### config.mk
export PLATFORM = sky130hd
export DESIGN_NAME = gray_step_arbiter_flat
export DESIGN_NICKNAME = d
export VERILOG_FILES = /design/src/rtl/gray_step_arbiter_pkg.sv /design/src/rtl/gray_step_arbiter_if.sv /design/src/rtl/gray_step_arbiter_rr_pick.sv /design/src/rtl/gray_step_arbiter.sv /design/src/flat_wrapper.sv
export SDC_FILE = /design/constraint.sdc
export NUM_CORES = 1
export LEC_CHECK = 0
export ABC_AREA = 1
export ABC_CLOCK_PERIOD_IN_PS = 2350
export CORE_MARGIN = 2
export CORE_UTILIZATION = 36
export CTS_CLUSTER_DIAMETER = 200
export DETAILED_ROUTE_END_ITERATION = 10
export SLEW_MARGIN = 20
export SYNTH_ARGS = -nofsm -noshare
export SYNTH_HDL_FRONTEND = slang
export SYNTH_HIERARCHICAL = 1
export SYNTH_SLANG_ARGS = --single-unit
### constraint.sdc
create_clock -name Clk -period 2.35 [get_ports Clk]
set_input_delay 0.3525 -clock Clk [delete_from_list [all_inputs] [get_ports Clk]]
set_output_delay 0.3525 -clock Clk [all_outputs]
set_load 0.1 [all_outputs]
### src/rtl/gray_step_arbiter_pkg.sv
// Shared encodings and constants for the gray-counter burst arbiter.
package gray_arb_pkg;

  typedef enum logic [1:0] {
    IDLE = 2'b00,
    RUN  = 2'b01,
    DONE = 2'b10
  } arb_state_t;

  localparam logic [7:0] OVF_CNT_MAX = 8'd255;

endpackage

### src/rtl/gray_step_arbiter_if.sv
// Request/grant bundle between requesters, the arbiter and the shared gray unit.
interface gray_step_arbiter_if #(
  parameter int N_REQ = 4,
  parameter int LEN_W = 4
);
  logic [N_REQ-1:0]       Req;
  logic [N_REQ*LEN_W-1:0] Len;
  logic                   Gray_Overflow;
  logic                   Gray_En;
  logic [N_REQ-1:0]       Grant;
  logic [N_REQ-1:0]       Done;
  logic                   Done_Ovf;
  logic [7:0]             Ovf_Count;

  modport master (
    output Req, Len, Gray_Overflow,
    input  Gray_En, Grant, Done, Done_Ovf, Ovf_Count
  );

  modport slave (
    input  Req, Len, Gray_Overflow,
    output Gray_En, Grant, Done, Done_Ovf, Ovf_Count
  );
endinterface

### src/rtl/gray_step_arbiter_rr_pick.sv
// Combinational round-robin picker: first set request after ptr, wrapping.
module rr_pick #(
  parameter int N  = 4,
  parameter int PW = 2
) (
  input  logic [N-1:0]  req,
  input  logic [PW-1:0] ptr,
  output logic [N-1:0]  gnt,
  output logic          valid
);

  logic [PW-1:0] idx;

  always_comb begin
    gnt   = '0;
    valid = 1'b0;
    idx   = '0;
    // i == N revisits ptr itself, so the last owner wins only when alone
    for (int i = 1; i <= N; i++) begin
      idx = PW'((int'(ptr) + i) % N);
      if (!valid && req[idx]) begin
        gnt[idx] = 1'b1;
        valid    = 1'b1;
      end
    end
  end

endmodule

### src/rtl/gray_step_arbiter.sv
// Non-preemptive round-robin arbiter that runs the shared gray counter
// for a requested number of steps and reports completion and wraps.
//
// state | meaning
// IDLE  | no owner; arbitrate among Req, latch winner's length
// RUN   | Gray_En high, one counter step per cycle until rem reaches 1
// DONE  | one-cycle Done pulse to owner; pointer moves to owner
module gray_step_arbiter
  import gray_arb_pkg::*;
#(
  parameter int N_REQ = 4,
  parameter int LEN_W = 4
) (
  input logic               Clk,
  input logic               Reset,
  gray_step_arbiter_if.slave bus
);

  localparam int PW = (N_REQ > 1) ? $clog2(N_REQ) : 1;

  arb_state_t       state, state_nxt;
  logic [LEN_W-1:0] rem, rem_nxt;
  logic [N_REQ-1:0] grant, grant_nxt;
  logic [N_REQ-1:0] pick_gnt;
  logic             pick_vld;
  logic [PW-1:0]    ptr, ptr_nxt;
  logic [PW-1:0]    win_idx, own_idx;
  logic             burst_ovf, burst_ovf_nxt;
  logic [7:0]       ovf_cnt, ovf_cnt_nxt;

  rr_pick #(.N(N_REQ), .PW(PW)) u_pick (
    .req   (bus.Req),
    .ptr   (ptr),
    .gnt   (pick_gnt),
    .valid (pick_vld)
  );

  always_comb begin
    win_idx = '0;
    own_idx = '0;
    for (int i = 0; i < N_REQ; i++) begin
      if (pick_gnt[i]) win_idx = PW'(i);
      if (grant[i])    own_idx = PW'(i);
    end
  end

  always_ff @(posedge Clk or negedge Reset) begin
    if (!Reset) begin
      state     <= IDLE;
      rem       <= '0;
      grant     <= '0;
      ptr       <= PW'(N_REQ - 1);
      burst_ovf <= 1'b0;
      ovf_cnt   <= '0;
    end else begin
      state     <= state_nxt;
      rem       <= rem_nxt;
      grant     <= grant_nxt;
      ptr       <= ptr_nxt;
      burst_ovf <= burst_ovf_nxt;
      ovf_cnt   <= ovf_cnt_nxt;
    end
  end

  always_comb begin
    state_nxt     = state;
    rem_nxt       = rem;
    grant_nxt     = grant;
    ptr_nxt       = ptr;
    burst_ovf_nxt = burst_ovf;
    ovf_cnt_nxt   = ovf_cnt;
    case (state)
      IDLE: begin
        if (pick_vld) begin
          rem_nxt       = bus.Len[int'(win_idx)*LEN_W +: LEN_W];
          grant_nxt     = pick_gnt;
          burst_ovf_nxt = 1'b0;
          state_nxt     = (rem_nxt != '0) ? RUN : DONE;
        end
      end
      RUN: begin
        rem_nxt = rem - LEN_W'(1);
        if (bus.Gray_Overflow) begin
          burst_ovf_nxt = 1'b1;
          if (ovf_cnt != OVF_CNT_MAX) ovf_cnt_nxt = ovf_cnt + 8'd1;
        end
        if (rem == LEN_W'(1)) state_nxt = DONE;
      end
      DONE: begin
        ptr_nxt   = own_idx;
        grant_nxt = '0;
        state_nxt = IDLE;
      end
      default: begin
        grant_nxt = '0;
        state_nxt = IDLE;
      end
    endcase
  end

  assign bus.Gray_En   = (state == RUN);
  assign bus.Grant     = grant;
  assign bus.Done      = (state == DONE) ? grant : '0;
  assign bus.Done_Ovf  = (state == DONE) && burst_ovf;
  assign bus.Ovf_Count = ovf_cnt;

endmodule

### src/flat_wrapper.sv
// flat-port wrapper written by rule: the top's interface ports become plain ports
module gray_step_arbiter_flat import gray_arb_pkg::*;
#(
  parameter int N_REQ = 4,
  parameter int LEN_W = 4
)
  (Clk, Reset, bus_Req, bus_Len, bus_Gray_Overflow, bus_Gray_En, bus_Grant, bus_Done, bus_Done_Ovf, bus_Ovf_Count);
  gray_step_arbiter_if #(.N_REQ(N_REQ), .LEN_W(LEN_W)) bus_i ();
  input logic Clk;
  input logic Reset;
  input wire logic [$bits(bus_i.Req)-1:0] bus_Req;
  input wire logic [$bits(bus_i.Len)-1:0] bus_Len;
  input wire logic [$bits(bus_i.Gray_Overflow)-1:0] bus_Gray_Overflow;
  output wire logic [$bits(bus_i.Gray_En)-1:0] bus_Gray_En;
  output wire logic [$bits(bus_i.Grant)-1:0] bus_Grant;
  output wire logic [$bits(bus_i.Done)-1:0] bus_Done;
  output wire logic [$bits(bus_i.Done_Ovf)-1:0] bus_Done_Ovf;
  output wire logic [$bits(bus_i.Ovf_Count)-1:0] bus_Ovf_Count;
  assign bus_i.Req = bus_Req;
  assign bus_i.Len = bus_Len;
  assign bus_i.Gray_Overflow = bus_Gray_Overflow;
  assign bus_Gray_En = bus_i.Gray_En;
  assign bus_Grant = bus_i.Grant;
  assign bus_Done = bus_i.Done;
  assign bus_Done_Ovf = bus_i.Done_Ovf;
  assign bus_Ovf_Count = bus_i.Ovf_Count;
  gray_step_arbiter #(.N_REQ(N_REQ), .LEN_W(LEN_W)) u_core (.Clk(Clk), .Reset(Reset), .bus(bus_i));
endmodule
; ---- Word-level counts from Yosys, hierarchy flattened
; Cells that the tools add are included.
[word_totals]
wordCells = 93
reg_bits = 21
[op_classes]
n_bitwise = 4
n_addsub = 6
n_eq_ne = 7
n_reduce_logical = 19
shift = 1
n_lt_le_gt_ge = 8
n_mux = 42
[ops]
columns = op, count
row1 = 4-bit two-way mux, 7
row2 = 1-bit two-way mux, 16
row3 = 4-bit one-hot mux with 2 select lines, 2
row4 = 16-bit by 5-bit indexed part select with 4-bit output, 1
row5 = 2-bit two-way mux, 7
row6 = 2-bit by 3-bit less-than comparator with 1-bit output (second input constant), 4
row7 = 4-bit OR, 3
row8 = 8-bit by 1-bit adder with 8-bit output (second input constant), 1
row9 = 1-bit binary-select mux with 2-bit select, 4
row10 = 1-bit demux with 2-bit select, 4
row11 = 2-bit by 1-bit greater-or-equal comparator with 1-bit output (second input constant), 4
row12 = 1-bit logical AND, 8
row13 = 8-bit inequality test (second input constant), 1
row14 = 2-bit AND reduction, 3
row15 = 3-bit AND reduction, 2
row16 = 2-bit by 1-bit adder with 2-bit output (second input constant), 2
row17 = 2-bit adder (second input constant), 2
row18 = 4-bit by 1-bit equality test with 1-bit output (second input constant), 1
row19 = 2-bit by 1-bit inequality test with 1-bit output (second input constant), 2
row20 = 2-bit one-hot mux with 2 select lines, 1
row21 = 4-bit nonzero test, 1
row22 = 4-bit by 1-bit subtractor with 4-bit output (second input constant), 1
row23 = 1-bit zero test, 3
row24 = 2-bit by 1-bit equality test with 1-bit output (second input constant), 1
row25 = other kinds (6), 6

; ---- Longest topological paths before layout
; Gate-level depths: netlist of the first run.
[depth]
depth_word = 21
depth_mapped = 19
ltp_nobuf = 19

; ---- Hierarchy
; Netlist of the first run, hierarchy kept.
[by_module_without_submodules]
columns = mod, seq_area_each_um2, instances, area_each_um2, cells_each
row1 = gray_step_arbiter, 528.0, 1, 1265.0, 168
row2 = rr_pick, 0.0, 1, 451.7, 80

; ---- Worst setup path before layout of the first run
; No wires, ideal clock.
[synth_timing]
path_type = register -> output
startpoint = reg u_core.grant[2], in the netlist u_core/bus.Grant[2]
endpoint = out bus_Done[2]
path_stages_with_launch = 3
t_arrival_ps = 2401
path_slack_ps = -403
path_buffers = 0
cell_sequence = dfrtp_1 inv_1 nor2_1
[synth_between]
elab_chain_len = 1
[synth_lines]
columns = element, line_no
row1 = "start, declared", gray_step_arbiter.sv:23  ; logic [N_REQ-1:0] grant, grant_nxt;
row2 = "start signal, assigned", gray_step_arbiter.sv:58  ; grant <= grant_nxt;
row3 = 4-bit two-way mux, gray_step_arbiter.sv:103  ; assign bus.Done = (state == DONE) ? grant : '0;
row4 = "end, declared", flat_wrapper.sv:16  ; output wire logic [$bits(bus_i.Done)-1:0] bus_Done;
; Every way passes these cells.

; ---- Worst setup path after layout of the first run
[layout_timing]
startpoint = reg u_core.ptr[1]
endpoint = reg u_core.state[0]
[layout_between]
elab_chain_len = 21
elab_cells_between_ends = 59
[layout_lines]
columns = element, line_no
row1 = "start, declared", gray_step_arbiter.sv:26  ; logic [PW-1:0] ptr, ptr_nxt;
row2 = "start signal, assigned", gray_step_arbiter.sv:52  ; ptr <= PW'(N_REQ - 1);
row3 = "start signal, assigned", gray_step_arbiter.sv:59  ; ptr <= ptr_nxt;
row4 = branches (longest 12 deep; another with 2-bit by 3-bit less-than comparator with 1-bit output), --
row5 = 4-bit two-way mux (*), gray_step_arbiter_rr_pick.sv:21  ; if (!valid && req[idx]) begin
row6 = named net u_core.pick_gnt[1], gray_step_arbiter.sv:24  ; logic [N_REQ-1:0] pick_gnt;
row7 = 1-bit two-way mux (*), gray_step_arbiter.sv:42  ; if (pick_gnt[i]) win_idx = PW'(i);
row8 = 2-bit two-way mux (*) (2 in a row), gray_step_arbiter.sv:42
row9 = 16-bit by 5-bit indexed part select with 4-bit output (*), gray_step_arbiter.sv:75  ; rem_nxt = bus.Len[int'(win_idx)*LEN_W +: LEN_W];
row10 = 4-bit nonzero test (*), gray_step_arbiter.sv:78  ; state_nxt = (rem_nxt != '0) ? RUN : DONE;
row11 = 2-bit two-way mux (*), gray_step_arbiter.sv:78
row12 = 2-bit two-way mux (*), gray_step_arbiter.sv:74  ; if (pick_vld) begin
row13 = 2-bit one-hot mux with 2 select lines (*), gray_step_arbiter.sv:72  ; case (state)
row14 = "end signal, assigned", gray_step_arbiter.sv:56  ; state <= state_nxt;
row15 = "end, declared", gray_step_arbiter.sv:21  ; arb_state_t state, state_nxt;
; Mark *: on every way through the listed nets, which the timed path passes. The select of a mux whose other input is x is not followed.
; A chain may end at the register's enable or synchronous reset.

==> reports/results.txt, run 1 <==
Synthesis warning total -> 6
Critical path peak fanout -> 6
CP arrival -> 2470 ps
R2r setup slk -> 40 ps
Post-Route WL -> 3921 um
Cell family with most CP delay -> simple AND/OR/NAND/NOR gates
Vias -> 1686
Most frequent cell after synthesis -> nand2_1
CTS tree -> yes
Worst-Margin Slew -> 402.8 ps
Die area -> 5337 sq um
Tot GR Track Use -> 14.95%
Synth Net Count -> 282
Worst path max stage delay -> 540 ps
Met3 wire len -> 124 um
IO Count -> 41
Share of the cycle needed by the critical path after routing -> 98.36%
Clk_skew -> 4.326 ps
Initial antenna violation count -> 0
Syn Std Cell Area -> 1717 sq um
Final Hold Fails -> 0
Clk slew on worst S/H paths -> 80 ps
Critical Path RT -> 2510 ps
Ant diodes -> 0
Die Y -> 73.06 um
Main flop type after synthesis -> dfrtp_1
HPWL Detailed -> 3104 um
Hold WS -> 432.4 ps
Vias in the first global route -> 1534
Top cell type's share of synthesized area -> 27.70%
Cell count after synthesis -> 248
TNS Setup -> 0 ps
Buf/Inv on CP -> 2
Crit path cell chain -> inv_2 > ha_4 > inv_4 > nand3_4 > nand2_4 > nand2_4 > nor2_4 > nand3_2 > nand2_4 > nand2_4 > nand2_2 > nand2_1 > nand2_1 > nand2_2 > nor2_2 > nand2_1 > nand3_1 > nand2_1
Crit Path Class -> reg2reg
Synth Register Bits -> 21
Area grow syn2layout -> 41.69%
Core ar. -> 4661 sq um
First DRT Iteration DRCs -> 75
DRT Pass-1 Iters -> 4
Setup Viol. Count Final -> 0
FP Rows -> 25
Status -> finished, final reports clean
RSZ-0062 raised after global routing -> true
Initial Util -> 36.83%
Met1 WL -> 1964 um
FFs w/ async S/R, synth -> 100.0%
Sequential area share after synthesis -> 30.76%
CTS root buf -> clkbuf_8
Post-synth EDFFs -> 0
DIE WIDTH -> 73.06 um
Slew HR -> 72.87%
Wire length per cell -> 10.92 um
Fmax -> 0.4326 GHz
Clk sinks -> 21
Clk_lat worst skew -> 260 ps
Synth top area cells -> dfrtp_1, nand2_1, inv_1
Gpl congestion -> 0.8226
H-tree depth -> 1
Max_cap viols -> 0
Min Tclk post-route -> 2312 ps
DR top layer -> met4
Largest net degree at the start of global routing -> 22
# DRC -> 0
CP Capture Type -> register
Syn_area_per_cell -> 6.922 sq um
Met2 wire length -> 1813 um
Crit-path slowest cell -> dfstp_2
DR vias/cell -> 4.696
Most frequent cells after synthesis -> nand2_1, inv_1, nor2_1
Post-synthesis cell type count -> 26
Clock Path Buffers -> 2
Global-route wire length before repair -> 6541 um
I/O Buffers -> 40
Layout cell share with drive strength beyond 1 -> 28.20%
Pins Over Slew Limit -> 0
Fin util -> 52.19%
DRT antenna net count -> 0
Total CTS buffers -> 3
Synth area leader -> dfrtp_1
Post-CTS Hold Buffers -> 0
Total global routing overflow -> 0
Number of nets in the layout -> 340
Worst setup SP type -> register
Hold crit path type -> in2async
==> state kept, by name, indices dropped and copies added (netlist names) <==
signal / cells
u_core/burst_ovf: 1
u_core/bus.Grant: 4
u_core/bus.Ovf_Count: 8
u_core/ptr: 2
u_core/rem: 4
u_core/state: 2
==> final timing paths <==
check                                         from                       to  depth (start not counted)
hold / removal                               Reset      u_core/bus.Grant[1]                          2
setup / recovery                     u_core/ptr[1]          u_core/state[0]                         18
max in group asynchronous                    Reset            u_core/ptr[0]                          2
setup reg to reg                     u_core/ptr[1]          u_core/state[0]                         18
min in group Clk           u_core/bus.Ovf_Count[6]  u_core/bus.Ovf_Count[6]                          1
hold reg to reg            u_core/bus.Ovf_Count[6]  u_core/bus.Ovf_Count[6]                          1
==> layer usage <==
metal  vias up  global-route usage [%]
li1        892                       -
met1       759                   20.92
met2        33                   25.13
met3         2                   1.243
met4         0                   3.086
met5         -                       0
==> worst reg2reg max path, stage by stage, from the launching register on <==
cell	delay [ps]
dfstp_2	540
inv_2	50
ha_4	260
inv_4	70
nand3_4	100
nand2_4	130
nand2_4	60
nor2_4	170
nand3_2	110
nand2_4	120
nand2_4	70
nand2_2	90
nand2_1	50
nand2_1	60
nand2_2	60
nor2_2	90
nand2_1	70
nand3_1	70
nand2_1	50
==> cell usage in the layout, fill, tap and decap left out, types with 3 or more instances in the layout <==
cell type,instances
nand3_1,22
nor2_4,3
dfrtp_1,19
ha_1,10
nand2_1,54
nand2_4,7
o21ai_0,6
nor2_1,27
clkbuf_8,3
inv_1,35
inv_2,3
nor2_2,12
xor2_1,5
inv_4,3
o22ai_1,4
nand3_2,4
clkdlybuf4s50_1,22
nand3_4,3
nand3b_1,4
nand2_2,11
buf_4,29
a21oi_1,3
==> layout make-up <==
class,instances,area [sq um]
Fill cell,445,2228
Multi-Input combinational cell,186,1151
Sequential cell,21,528.0
Timing Repair Buffer,53,478.0
Inverter,41,161.4
Tap cell,54,67.56
Clock buffer,3,41.29
Clock inverter,1,5.005
==> kinds of logic after synthesis <==
logic type                 Yosys count  share of synthesized area (%)
DFF                                 21                          30.76
buffers and inverters               41                          8.965
xor gates and xnor gates             7                          3.571
and+or+nand+nor                    150                          42.20
AOI/OAI and AO/OA                   17                          5.831
adders and majority gates           11                          8.017
muxes                                1                         0.6559
==> per-stage QoR <==
stage / std cells / setup WS [ps] / area [sq um]
2_1_floorplan: 248 / 18.35 / 1744
3_3_place_gp: 352 / -48.27 / 2267
3_5_place_dp: 352 / -82.07 / 2267
4_1_cts: 357 / 15.33 / 2328
5_1_grt: 359 / -136.4 / 2432
6_report: 359 / 38.43 / 2432
==> what timing repair did <==
action | in CTS | in global routing
cloned | 0 | 0
pin swaps | 1 | 18
resized for setup | 3 | 29
endpoints found under the setup margin | 2 | 6
buffers inserted | 1 | 2
endpoints found under the hold margin | 0 | 0
Power of run 1 is not shown: default switching activity piles up to over one toggle a cycle in this logic, so the estimate is an artifact.
==> run 2, diff against run 1 <==
--- a/config.mk
+++ b/config.mk
@@ -7,10 +7,14 @@
 export LEC_CHECK = 0
 export ABC_AREA = 1
 export ABC_CLOCK_PERIOD_IN_PS = 2350
+export CAP_MARGIN = 20
+export CELL_PAD_IN_SITES_DETAIL_PLACEMENT = 2
+export CELL_PAD_IN_SITES_GLOBAL_PLACEMENT = 2
 export CORE_MARGIN = 2
-export CORE_UTILIZATION = 36
+export CORE_UTILIZATION = 24
 export CTS_CLUSTER_DIAMETER = 200
 export DETAILED_ROUTE_END_ITERATION = 10
+export PLACE_DENSITY_LB_ADDON = 0.1
 export SLEW_MARGIN = 20
 export SYNTH_ARGS = -nofsm -noshare
 export SYNTH_HDL_FRONTEND = slang
==> run 2 against run 1 <==
  * The flow now finishes with violations (setup timing)
  * Count of clock-buffer cells in the layout is the same
  * Largest cell class unchanged
  * Core utilization decreased by 13 points
  * Highest routed layer unchanged
  * Setup slack worse by 79 ps
  * Routed wire length grew 46%
  * Hold slack better by 0.77 ps
  * Critical path depth did not move
  * Register-to-register slack worse by 80 ps
==> reports/results.txt, run 2 (synthesis gave the netlist of run 1 again) <==
Status -> finished with violations (was finished, final reports clean)
Failing checks -> setup timing
Crit Path Class -> reg2reg (unchanged)
Crit path from -> u_core/ptr[0] (was u_core/ptr[1])
RR Endpoint -> u_core/state[0] (unchanged)
Worst-Margin Slew -> 420.6 ps (was 402.8 ps)
Hold crit path type -> in2async (unchanged)
DR vias/cell -> 4.408 (was 4.696)
Critical Path RT -> 2510 ps (about the same)
DIE WIDTH -> 88.58 um (was 73.06 um)
Initial Util -> 24.99% (was 36.83%)
Most frequent cells in the layout -> nand2_1, inv_1, buf_4 (unchanged)
Hold WS -> 433.1 ps (was 432.4 ps)
Die Y -> 88.58 um (was 73.06 um)
Initial antenna violation count -> 0 (unchanged)
Worst Setup EP -> u_core/state[0] (unchanged)
Clk_skew -> 4.932 ps (was 4.326 ps)
Total CTS buffers -> 3 (unchanged)
R2r setup slk -> -40 ps (was 40 ps)
# DRC -> 0 (unchanged)
Min Tclk post-route -> 2390 ps (was 2312 ps)
Pins Over Slew Limit -> 0 (unchanged)
Dpl cell area -> 2365 sq um (was 2267 sq um)
Layout cell share with drive strength beyond 1 -> 38.02% (was 28.20%)
Core ar. -> 6869 sq um (was 4661 sq um)
FILL cells -> 800 (was 445)
Clock Path Buffers -> 2 (unchanged)
CTS root buf -> clkbuf_8 (unchanged)
First DRT Iteration DRCs -> 48 (was 75)
Number of nets in the layout -> 348 (was 340)
Post-Route WL -> 5707 um (was 3921 um)
FP Rows -> 30 (was 25)
Slew HR -> 71.86% (was 72.87%)
Final Hold Fails -> 0 (unchanged)
Sequential cell area -> 528.0 sq um (unchanged)
Global-route wire length before repair -> 9266 um (was 6541 um)
Max reg flops -> 8 (unchanged)
DRT Pass-1 Iters -> 3 (was 4)
Area grow syn2layout -> 56.92% (was 41.69%)
Worst reg-to-reg path cell count -> 18 (unchanged)
I/O Buffers -> 40 (unchanged)
Die area -> 7846 sq um (was 5337 sq um)
Setup Viol. Count Final -> 2 (was 0)
Gpl congestion -> 0.8003 (was 0.8226)
Clk slew on worst S/H paths -> 80 ps (about the same)
Fin area -> 2694 sq um (was 2432 sq um)
Worst setup SP type -> register (unchanged)
Post-CTS Hold Buffers -> 0 (unchanged)
DRT antenna net count -> 0 (unchanged)
H-tree depth -> 1 (unchanged)
Ant diodes -> 0 (unchanged)
RSZ-0062 raised after global routing -> true (unchanged)
Multi-input logic area -> 1255 sq um (was 1151 sq um)
Most common cell after layout, fill and taps aside -> nand2_1 (unchanged)
Tot GR Track Use -> 15.12% (was 14.95%)
Total global routing overflow -> 0 (unchanged)
Fmax -> 0.4184 GHz (was 0.4326 GHz)
Clk sinks -> 21 (unchanged)
FF-to-FF Start -> u_core/ptr[0] (was u_core/ptr[1])
CP arrival -> 2550 ps (was 2470 ps)
Vias -> 1803 (was 1686)
Largest net degree at the start of global routing -> 22 (unchanged)
Max_cap viols -> 0 (unchanged)
CP Capture Type -> register (unchanged)
Clk_lat worst skew -> 270 ps (was 260 ps)
Critical path peak fanout -> 4 (was 6)
Share of the cycle needed by the critical path after routing -> 101.7% (was 98.36%)
IO Count -> 41 (unchanged)
Final worst slack -> -40.28 ps (was 38.43 ps)
CTS tree -> yes (unchanged)
Wire length per cell -> 13.95 um (was 10.92 um)
Vias in the first global route -> 1913 (was 1534)
HPWL Detailed -> 4319 um (was 3104 um)
run 2: cell types whose count changed in the layout (fill, tap and decap cells not counted), moves of 3 or more:
cell / delta
nand2_2: +5
buf_4: +5
buf_12: +3
nor2_2: +11
nor2_1: -13
nand2_4: +4
nand2_1: -9
run 2: per-stage QoR:
stage          instances  setup slack [ps]  util, %  TNS [ps]
2_1_floorplan        248             18.35        -         0
3_3_place_gp         395            -160.8    34.43    -568.6
3_5_place_dp         395            -221.4    34.43    -872.6
4_1_cts              402            -20.26    36.41    -20.26
5_1_grt              409            -181.7    39.22    -630.8
6_report             409            -40.28    39.22    -54.75
run 2: worst min-delay path by stage:
| stage | depth (start not counted) | slack (ps) | start | endpoint |
|---|---|---|---|---|
| final | 2 | 430 | Reset | u_core/bus.Ovf_Count[2] |
| after global routing | 2 | 450 | Reset | u_core/bus.Ovf_Count[2] |
| after CTS | 2 | 440 | Reset | u_core/bus.Ovf_Count[2] |
| after detailed placement | 1 | 490 | u_core/bus.Ovf_Count[6] | u_core/bus.Ovf_Count[6] |
| after global placement | 1 | 490 | u_core/bus.Ovf_Count[6] | u_core/bus.Ovf_Count[6] |
| after floorplan | 0 | 60 | Reset | u_core/burst_ovf |
run 2: repair_timing:
action	4_1_cts	5_1_grt
resized for setup	22	47
setup endpoints to repair	6	8
setup buffers	3	7
pin swaps	13	27
run 2: worst max-delay path, stage by stage, from the launching register on:
cell	delay (ps)
dfstp_2	560
inv_4	40
ha_4	260
inv_4	70
nand3_4	80
buf_4	150
nand3_1	60
nand2_1	90
nor2_2	130
nand2_4	90
buf_12	140
nor2_2	110
nor2_2	50
nand2_1	70
nand2_2	70
nor2_2	110
nand2_2	80
nand3_2	60
nand2_1	50
run 2: area by class of cell:
type,instances,share of cell area [%]
multi-input cells,186,46.59
inverters,41,6.270
clock inverters,1,0.1858
clock buffers,3,1.533
well taps,96,4.459
repair buffers,61,21.37
flip-flops and latches,21,19.60
run 2: metal layers:
layer / up-vias / global-route usage, % / wire, um
li1: 901 / - / -
met1: 864 / 20.33 / 2592
met2: 34 / 26.18 / 2900
met3: 4 / 2.799 / 179
met4: 0 / 1.653 / 34
met5: - / 0 / 0
Power of run 2 is left out for the same reason.
